`src/rtl/vidout_dec_pkg.sv`:
```
// vidout_dec_pkg: shared widths, parameter defaults and FSM state types for the composite sync decoder.
package vidout_dec_pkg;
    localparam int SAMPLE_W = 11;
    localparam int CNT_W    = 12;
    localparam int Y_W      = 9;
    localparam logic [SAMPLE_W-1:0] SYNC_TH_DEF = 11'd64;
    localparam int HSYNC_MIN_DEF    = 50;
    localparam int VSYNC_MIN_DEF    = 400;
    localparam int LINE_NOM_DEF     = 1364;
    localparam int LINE_TOL_DEF     = 8;
    localparam int LINE_MAX_DEF     = 1500;
    localparam int ACTIVE_START_DEF = 200;
    localparam int PIX_DIV_DEF      = 4;
    localparam int ACTIVE_PIX_DEF   = 256;

    typedef enum logic {CLS_HIGH, CLS_LOW} cls_state_e;
    typedef enum logic [1:0] {PIX_IDLE, PIX_WAIT, PIX_ACTIVE} pix_state_e;

    function automatic logic [CNT_W-1:0] sat_inc(input logic [CNT_W-1:0] v);
        return (&v) ? v : v + CNT_W'(1);
    endfunction
endpackage

```
`src/rtl/sync_pulse_classifier.sv`:
```
// sync_pulse_classifier: registers the sample stream, measures each sync-low run and
// classifies it on its trailing edge as glitch, hsync or broad (vsync) pulse.
module sync_pulse_classifier
    import vidout_dec_pkg::*;
#(
    parameter logic [SAMPLE_W-1:0] SYNC_TH = SYNC_TH_DEF,
    parameter int HSYNC_MIN = HSYNC_MIN_DEF,
    parameter int VSYNC_MIN = VSYNC_MIN_DEF
) (
    input  logic                clk_i,
    input  logic                rst_i,
    input  logic [SAMPLE_W-1:0] vin_i,
    output logic                hsync_o,
    output logic                vsync_o
);
    localparam logic [CNT_W-1:0] HMIN = CNT_W'(HSYNC_MIN);
    localparam logic [CNT_W-1:0] VMIN = CNT_W'(VSYNC_MIN);

    logic [SAMPLE_W-1:0] vin_q;
    logic [CNT_W-1:0]    cnt_q, cnt_d;
    cls_state_e          state_q, state_d;
    logic                hs_q, hs_d, vs_q, vs_d, lo;

    assign lo      = vin_q < SYNC_TH;
    assign hsync_o = hs_q;
    assign vsync_o = vs_q;

    // The entry cycle already counts as one low sample, so a run of N lows ends with count N.
    always_comb begin
        state_d = state_q;
        cnt_d   = cnt_q;
        hs_d    = 1'b0;
        vs_d    = 1'b0;
        if (state_q == CLS_HIGH) begin
            if (lo) begin
                state_d = CLS_LOW;
                cnt_d   = CNT_W'(1);
            end
        end else if (lo) begin
            cnt_d = sat_inc(cnt_q);
        end else begin
            state_d = CLS_HIGH;
            hs_d    = cnt_q >= HMIN && cnt_q < VMIN;
            vs_d    = cnt_q >= VMIN;
        end
    end

    always_ff @(posedge clk_i or posedge rst_i) begin
        if (rst_i) begin
            vin_q   <= '0;
            cnt_q   <= '0;
            state_q <= CLS_HIGH;
            hs_q    <= 1'b0;
            vs_q    <= 1'b0;
        end else begin
            vin_q   <= vin_i;
            cnt_q   <= cnt_d;
            state_q <= state_d;
            hs_q    <= hs_d;
            vs_q    <= vs_d;
        end
    end
endmodule

```
`src/rtl/vidout_sync_decoder.sv`:
```
// vidout_sync_decoder: sync separation, line-length lock detection and active-line
// resampling of the composite video stream into pixel strobes with X/Y coordinates.
module vidout_sync_decoder
    import vidout_dec_pkg::*;
#(
    parameter logic [SAMPLE_W-1:0] SYNC_TH = SYNC_TH_DEF,
    parameter int HSYNC_MIN    = HSYNC_MIN_DEF,
    parameter int VSYNC_MIN    = VSYNC_MIN_DEF,
    parameter int LINE_NOM     = LINE_NOM_DEF,
    parameter int LINE_TOL     = LINE_TOL_DEF,
    parameter int LINE_MAX     = LINE_MAX_DEF,
    parameter int ACTIVE_START = ACTIVE_START_DEF,
    parameter int PIX_DIV      = PIX_DIV_DEF,
    parameter int ACTIVE_PIX   = ACTIVE_PIX_DEF
) (
    input  logic                CLK,
    input  logic                RES,
    input  logic [SAMPLE_W-1:0] VIN,
    output logic                HSYNC_DET,
    output logic                VSYNC_DET,
    output logic                LOCKED,
    output logic [CNT_W-1:0]    LINE_LEN,
    output logic                PIX_STB,
    output logic [Y_W-1:0]      PIX_X,
    output logic [Y_W-1:0]      PIX_Y,
    output logic [SAMPLE_W-1:0] PIX_LVL
);
    localparam logic [CNT_W-1:0] LEN_LO   = CNT_W'(LINE_NOM - LINE_TOL);
    localparam logic [CNT_W-1:0] LEN_HI   = CNT_W'(LINE_NOM + LINE_TOL);
    localparam logic [CNT_W-1:0] LEN_MAX  = CNT_W'(LINE_MAX);
    localparam logic [CNT_W-1:0] WAIT_END = CNT_W'(ACTIVE_START - 1);
    localparam logic [CNT_W-1:0] DIV_END  = CNT_W'(PIX_DIV - 1);
    localparam logic [Y_W-1:0]   PIX_LAST = Y_W'(ACTIVE_PIX - 1);

    logic                hs, vs, sync, fall;
    logic [CNT_W-1:0]    lc_q, lc_d, len_q, len_d, wcnt_q, wcnt_d, div_q, div_d;
    logic                lock_q, lock_d, prev_hs_q, prev_hs_d, vflag_q, vflag_d, stb_q, stb_d;
    logic [Y_W-1:0]      y_q, y_d, x_q, x_d, nxt_q, nxt_d;
    logic [SAMPLE_W-1:0] lvl_q, lvl_d;
    pix_state_e          pst_q, pst_d;

    sync_pulse_classifier #(
        .SYNC_TH  (SYNC_TH),
        .HSYNC_MIN(HSYNC_MIN),
        .VSYNC_MIN(VSYNC_MIN)
    ) u_cls (
        .clk_i  (CLK),
        .rst_i  (RES),
        .vin_i  (VIN),
        .hsync_o(hs),
        .vsync_o(vs)
    );

    assign sync      = hs | vs;
    assign fall      = lock_q & ~lock_d;
    assign HSYNC_DET = hs;
    assign VSYNC_DET = vs;
    assign LOCKED    = lock_q;
    assign LINE_LEN  = len_q;
    assign PIX_STB   = stb_q;
    assign PIX_X     = x_q;
    assign PIX_Y     = y_q;
    assign PIX_LVL   = lvl_q;

    // An interval that started at a broad pulse is not a line, so it never updates the lock.
    always_comb begin
        lc_d      = sync ? CNT_W'(1) : sat_inc(lc_q);
        len_d     = len_q;
        lock_d    = lock_q;
        prev_hs_d = prev_hs_q;
        vflag_d   = vflag_q;
        y_d       = y_q;
        if (hs) begin
            if (prev_hs_q) begin
                len_d  = lc_q;
                lock_d = lc_q >= LEN_LO && lc_q <= LEN_HI;
            end
            prev_hs_d = 1'b1;
            vflag_d   = 1'b0;
            y_d       = vflag_q ? '0 : (&y_q ? y_q : y_q + Y_W'(1));
        end else if (vs) begin
            prev_hs_d = 1'b0;
            vflag_d   = 1'b1;
        end else if (lc_d >= LEN_MAX) begin
            lock_d = 1'b0;
        end
    end

    // VIN is what the input register holds next cycle, i.e. the vin_q seen with the strobe.
    always_comb begin
        pst_d  = pst_q;
        wcnt_d = wcnt_q;
        div_d  = div_q;
        nxt_d  = nxt_q;
        stb_d  = 1'b0;
        x_d    = x_q;
        lvl_d  = lvl_q;
        if (hs) begin
            pst_d  = lock_q ? PIX_WAIT : PIX_IDLE;
            wcnt_d = CNT_W'(1);
        end else if (vs || fall) begin
            pst_d = PIX_IDLE;
        end else if (pst_q == PIX_WAIT) begin
            wcnt_d = wcnt_q + CNT_W'(1);
            if (wcnt_q == WAIT_END) begin
                pst_d = PIX_ACTIVE;
                div_d = '0;
                nxt_d = Y_W'(1);
                stb_d = 1'b1;
                x_d   = '0;
                lvl_d = VIN;
            end
        end else if (pst_q == PIX_ACTIVE) begin
            div_d = (div_q == DIV_END) ? '0 : div_q + CNT_W'(1);
            if (div_q == DIV_END) begin
                pst_d = (nxt_q == PIX_LAST) ? PIX_IDLE : PIX_ACTIVE;
                nxt_d = nxt_q + Y_W'(1);
                stb_d = 1'b1;
                x_d   = nxt_q;
                lvl_d = VIN;
            end
        end
    end

    always_ff @(posedge CLK or posedge RES) begin
        if (RES) begin
            lc_q      <= '0;
            len_q     <= '0;
            lock_q    <= 1'b0;
            prev_hs_q <= 1'b0;
            vflag_q   <= 1'b0;
            y_q       <= '0;
            pst_q     <= PIX_IDLE;
            wcnt_q    <= '0;
            div_q     <= '0;
            nxt_q     <= '0;
            stb_q     <= 1'b0;
            x_q       <= '0;
            lvl_q     <= '0;
        end else begin
            lc_q      <= lc_d;
            len_q     <= len_d;
            lock_q    <= lock_d;
            prev_hs_q <= prev_hs_d;
            vflag_q   <= vflag_d;
            y_q       <= y_d;
            pst_q     <= pst_d;
            wcnt_q    <= wcnt_d;
            div_q     <= div_d;
            nxt_q     <= nxt_d;
            stb_q     <= stb_d;
            x_q       <= x_d;
            lvl_q     <= lvl_d;
        end
    end
endmodule

```
`config.mk`:
```
export PLATFORM = sky130hd
export DESIGN_NAME = vidout_sync_decoder
export DESIGN_NICKNAME = d
export VERILOG_FILES = /design/src/rtl/vidout_dec_pkg.sv /design/src/rtl/sync_pulse_classifier.sv /design/src/rtl/vidout_sync_decoder.sv
export SDC_FILE = /design/constraint.sdc
export NUM_CORES = 1
export LEC_CHECK = 0
export CORE_MARGIN = 8
export CORE_UTILIZATION = 58
export DETAILED_ROUTE_END_ITERATION = 16
export PLACE_DENSITY = 0.8
export SYNTH_ARGS = -nofsm -noshare
export SYNTH_HDL_FRONTEND = slang
export SYNTH_HIERARCHICAL = 1
export SYNTH_SLANG_ARGS = --single-unit
```
`constraint.sdc`:
```
create_clock -name CLK -period 3.5 [get_ports CLK]
set_clock_uncertainty 0.15 [all_clocks]
set_input_delay 0.35 -clock CLK [delete_from_list [all_inputs] [get_ports CLK]]
set_output_delay 0.35 -clock CLK [all_outputs]
set_load 0.05 [all_outputs]
```
==> flow_summary.toml, run 1 <==
[global_routing]
antenna_found_initial = 0
grt_busiest_layer = "met2"
grt_pass1_wl_mm = 25.2
met3_usage_pct = 5.31
grt_use_total_pct = 21.0
grt_use_met2_pct = 34.6
use_met1_pct = 25.6
grt_pass1_vias = 5239
overflow = 0
grt_max_degree = 50

[place]
pre_cts_slack_ns = 0.226
port_buffers = 57
hpwl_mm = 10.3
place_congestion = 0.950
dp_cells = 795

[critical_path]
r2r-start = "lc_q[1]"
cp_cell_sequence = "ha_2, nand4_2, nor3_2, o22ai_1, nand4b_1, o311ai_4, buf_4, a21oi_1, mux2_1"
worstSetupPathType = "flip-flop to flip-flop"
required_ns = 3.62
cpPeakStageDelay_ns = 0.50
arrival_ns = 3.36
cp-end-kind = "flip-flop"
critPathLaunchType = "flip-flop"
critPathLaunch = "lc_q[1]"
cp_max_fo = 9
crit_slowest_cell = "o311ai_4"

[clock_tree]
clk_latency_ns = 0.38
cts_buffers = 9
cts-hold-fix-buffers = 0
cts.sinks = 112
clk_pin_slew_ns = 0.10
root_buffer = "clkbuf_8"
cts.path.max_buffers = 2
cts_max_level = 3
tritoncts = "yes"

[final_layout]
final_core_util_pct = 67.0
fillers = 851
drive_above_1_share_pct = 13.6
multi_input_area_um2 = 3160
n_antenna_cell = 0
fin_nets = 694
areaGrowthSynthToFinish_pct = 14.6
regArea_um2 = 2800
fin_cells = 814

[sta]
worst_slack_ns = 0.261
finalHoldViolCount = 0
slew_headroom_pct = 42.2
timing.hold.ws_ns = 0.270
fmax_ghz = 0.309
layout_min_cycle_time_ns = 3.24
min_period_over_period_pct = 92.5
slew_violations = 0
worstMarginPinSlew_ns = 0.866
setup_violations = 0

[floorplanning]
dieWidth_um = 120
dieHeight_um = 120
num_rows = 38
dieArea_um2 = 14300
io_pins = 58
start_util_pct = 58.5
core_area_um2 = 10700

[logic_synthesis]
synth-edff-count = 0
synth_top_area_share_pct = 45.0
synthFlopType = "dfrtp_1"
synth_area_leaders = "dfrtp_1 45%, mux2_2 3.6%, nand3_1 3.1%"
postSynthCellCount = 619
ys_async_sr_fraction_pct = 100
ys_warn_count = 6
ys_types = 89
ys_seq_elements = 112
syn_nets = 644
ys_seq_area_share_pct = 45.0
syn_area_um2 = 6230
syn_avg_cell_area_um2 = 10.1
yosysTopAreaCell = "dfrtp_1"

[detailed_routing]
firstDrtPassIters = 5
dr.first_iter.drc_count = 494
drt_wl_total_mm = 14.7
viasPerCell = 6.39
drc = 0
postRouteAntennaNets = 0
route.vias.total = 5205
wl_per_cell_um = 18.0

[power]
report.power.total_uw = 2220
leakage_uw = 0.00298
pwr_density_cell_nw_per_um2 = 311
ir_worst_vdd_uv = 228

[run]
max_cap_violations = 0

[hold_path]
min_from = "VIN[9]"
hp-class = "input pin to flip-flop"

[outcome]
outcome = "finished, final reports clean"
## repair_timing
item | in CTS | in global routing
buffers inserted | 0 | 3
resized for setup | 0 | 1
endpoints found under the setup margin | 0 | 3
## path summary, 6_finish.rpt
check / end / slack, ns / cells after the start
hold / removal: u_cls/vin_q[9] / 0.27 / 1
setup reg to reg: div_q[0] / 0.26 / 9
setup / recovery: div_q[0] / 0.26 / 9
max in group asynchronous: wcnt_q[4] / 2.15 / 3
hold reg to reg: LINE_LEN[1] / 0.34 / 2
min in group asynchronous: u_cls/cnt_q[9] / 0.31 / 2
## metal layers
metal  vias to the layer above  share of wire, %
met5                         -                 0
met2                       190                49
met3                        21               7.2
li1                       2439                 -
met4                         0               1.6
met1                      2555                42
## power by group
part           total (µW)  switching (µW)  internal [µW]
combinational        53.9            34.9           19.0
clock                 856             436            419
sequential           1310            9.16           1300
## kinds of logic (layout without fill, tap and decap cells)
| logic type | after synthesis | count (layout) | share of synthesized area (%) |
|---|---|---|---|
| adder cells (fa/ha/maj) | 12 | 12 | 2.41 |
| AND/OR/NAND/NOR | 240 | 240 | 21.8 |
| XOR/XNOR | 5 | 5 | 0.703 |
| buffers and inverters | 58 | 113 | 4.40 |
| multiplexers | 37 | 37 | 6.65 |
| flip-flops | 112 | 112 | 45.0 |
| AO/OA/AOI/OAI | 155 | 155 | 19.1 |
## sequential cells by signal, indices dropped and copies added, names as in the netlist, 2 cells and up
register and cells:
lc_q 12, u_cls/cnt_q 12, LINE_LEN 12, u_cls/vin_q 5, wcnt_q 12, div_q 12
PIX_Y 9, pst_q 2, PIX_X 9, nxt_q 9, PIX_LVL 11
## layout by cell type, fill, tap and decap left out, types with 4 or more instances in the layout
master | Yosys | final
dfrtp_1 | 112 | 112
nand4_1 | 16 | 16
and3_1 | 15 | 15
nand2b_1 | 4 | 4
nor2b_1 | 5 | 5
and4_1 | 4 | 4
nand3_1 | 39 | 39
inv_1 | 20 | 19
a211oi_1 | 9 | 9
a22o_1 | 5 | 5
clkdlybuf4s50_1 | 0 | 57
mux2i_1 | 11 | 11
a21oi_1 | 30 | 30
or3_1 | 10 | 10
o31ai_1 | 14 | 14
o21ai_0 | 23 | 23
nor2_1 | 44 | 44
nor4_1 | 14 | 14
nand2_1 | 37 | 37
a31o_1 | 8 | 8
mux2_2 | 20 | 20
clkinv_2 | 0 | 4
buf_4 | 5 | 17
a21o_1 | 6 | 6
nor3_1 | 13 | 13
ha_1 | 12 | 11
or4_1 | 6 | 6
and2_1 | 8 | 8
a31oi_1 | 12 | 12
clkbuf_8 | 0 | 10
## layout make-up
cell class | count | share of cell area, %
tap | 140 | 2.45
clock buffer | 10 | 1.93
clock inverter | 6 | 1.16
inverter | 23 | 1.23
timing repair buffer | 74 | 9.78
sequential | 112 | 39.3
multi-input combinational | 449 | 44.2
## cell usage after synthesis (13+ instances only)
master     n
nand2_1   37
and3_1    15
nor2_1    44
o31ai_1   14
nand4_1   16
nand3_1   39
dfrtp_1  112
mux2_2    20
o21ai_0   23
nor4_1    14
inv_1     20
nor3_1    13
a21oi_1   30
## worst max-delay path, delay by kind of cell (launching register included)
kind	cells	cell delay, ns
mux	1	0.34
buf+inv	1	0.20
compound gates	3	0.78
simple gates	3	0.86
flops	1	0.47
fa+ha+maj	1	0.33
## stage by stage
step,setup TNS [ns],cell area [µm²]
after floorplan,0,6230
after global placement,0,6890
after detailed placement,0,6890
after CTS,0,7110
after global routing,-0.0147,7140
final,0,7140
No activity file was read; power rests on OpenSTA's default activity.
==> inputs of run 2 (changes only) <==
CORE_UTILIZATION = 64   (was 58)
DONT_BUFFER_PORTS = 1   (was default)
==> run 2 against run 1 <==
Fmax is 1.1% lower; routed wire length is 3.4% lower; power is 4.2% lower; cell count is 5.9% lower; via count is 3.4% lower; global-route usage is 1.2 points higher; setup slack worse by 0.036 ns; flip-flop and latch count stayed put; sequential power hardly changed; sequential share of layout area is 2.7 points higher; largest power group unchanged.
==> flow_summary.toml, run 2 (same netlist as run 1, synthesis figures left out) <==
[clock_tree]
clk_latency_ns = 0.38
cts.path.max_buffers = 2
cts.sinks = 112
root_buffer = "clkbuf_8"
tritoncts = "yes"
cts_buffers = 9
cts_max_level = 3
clk_pin_slew_ns = 0.10

[outcome]
outcome = "finished, final reports clean"

[power]
leakage_uw = 0.00283
pwr_density_cell_nw_per_um2 = 318
ir_worst_vdd_uv = 232

[floorplanning]
dieWidth_um = 115
start_util_pct = 64.9
dieArea_um2 = 13100
core_area_um2 = 9590
dieHeight_um = 115
num_rows = 36
io_pins = 58

[place]
placed_cell_area_um2 = 6340
place_congestion = 0.938
pre_cts_slack_ns = 0.197
port_buffers = 0
hpwl_mm = 9.85

[global_routing]
antenna_found_initial = 0
grt_use_total_pct = 22.2
grt_pass1_wl_mm = 23.7
grt_max_degree = 49
overflow = 0
grt_pass1_vias = 4776

[sta]
slew_headroom_pct = 46.0
worstMarginPinSlew_ns = 0.810
layout_min_cycle_time_ns = 3.27
tns_ns = 0
finalHoldViolCount = 0
min_period_over_period_pct = 93.6
fmax_ghz = 0.305
worst_slack_ns = 0.225
rsz0062_at_grt = "false"
setup_violations = 0
slew_violations = 0
timing.hold.ws_ns = 0.372

[critical_path]
cpPeakStageDelay_ns = 0.52
cp_cell_sequence = "ha_1, nand4_2, nor3_2, o22ai_1, nand4b_1, o311ai_4, a211oi_2, nor4_1"
critPathLaunchType = "flip-flop"
arrival_ns = 3.39
r2r-start = "lc_q[1]"
cp_top_family = "simple AND/OR/NAND/NOR gates"
cp-end-kind = "flip-flop"
crit_slowest_cell = "o311ai_4"
critPathLaunch = "lc_q[1]"
cp_num_buf_inv = 0
cp_max_fo = 9
required_ns = 3.62
worstSetupPathType = "flip-flop to flip-flop"

[final_layout]
design_area_um2 = 6680
drive_above_1_share_pct = 15.0
final_core_util_pct = 69.7
areaGrowthSynthToFinish_pct = 7.29
layout_common_cells = "112 x dfrtp_1, 44 x nor2_1, 39 x nand3_1, 37 x nand2_1, 30 x a21oi_1"
fin_nets = 653
layout_commonest_cell = "dfrtp_1"
n_antenna_cell = 0

[detailed_routing]
wl_per_cell_um = 18.5
dr.first_iter.drc_count = 403
firstDrtPassIters = 5
drt_wl_total_mm = 14.2
viasPerCell = 6.56
drc = 0
postRouteAntennaNets = 0
route.vias.total = 5026

[hold_path]
hp-class = "flip-flop to flip-flop"
min_from = "div_q[8]"

[run]
max_cap_violations = 0
## run 2: path summary, 6_finish.rpt
kind | endpoint | slack [ns] | cells past startpoint
max | nxt_q[2] | 0.23 | 8
min | div_q[8] | 0.37 | 1
max reg2reg | nxt_q[2] | 0.23 | 8
min reg2reg | div_q[8] | 0.37 | 1
max in group asynchronous | div_q[4] | 1.97 | 3
min in group asynchronous | PIX_LVL[1] | 0.43 | 2
## run 2: what timing repair did
action	4_1_cts	5_1_grt
endpoints found under the hold margin	82	0
resized for setup	0	2
setup buffers	0	4
hold buffers	12	0
setup endpoints to repair	0	13
## run 2: power breakdown
part	internal, µW	switching, µW	total [µW]	leakage (µW)
Sequential	1300	9.54	1310	0.00154
Combinational	15.6	35.0	50.6	0.00121
Clock	331	435	765	0.0000856
Total	1650	479	2130	0.00283
## run 2: area by class of cell
class / count / area, µm²
Clock inverter: 5 / 57.6
Multi-Input combinational cell: 449 / 3160
Inverter: 23 / 87.6
Tap cell: 133 / 166
Fill cell: 741 / 2910
Sequential cell: 112 / 2800
Clock buffer: 11 / 131
Timing Repair Buffer: 33 / 278
## run 2: layer usage
layer | global-route usage [%] | vias to the layer above | routed length [µm]
met3 | 5.27 | 26 | 1120
met5 | 0 | - | 0
met1 | 28.3 | 2445 | 6010
li1 | - | 2357 | -
met2 | 36.1 | 198 | 6760
met4 | 7.81 | 0 | 269
## run 2: metrics by stage
stage	power, µW	cells
detailed placement	1370	734
global route	2190	766
floorplan	1360	619
global placement	1370	734
CTS	2140	762
finish	2130	766
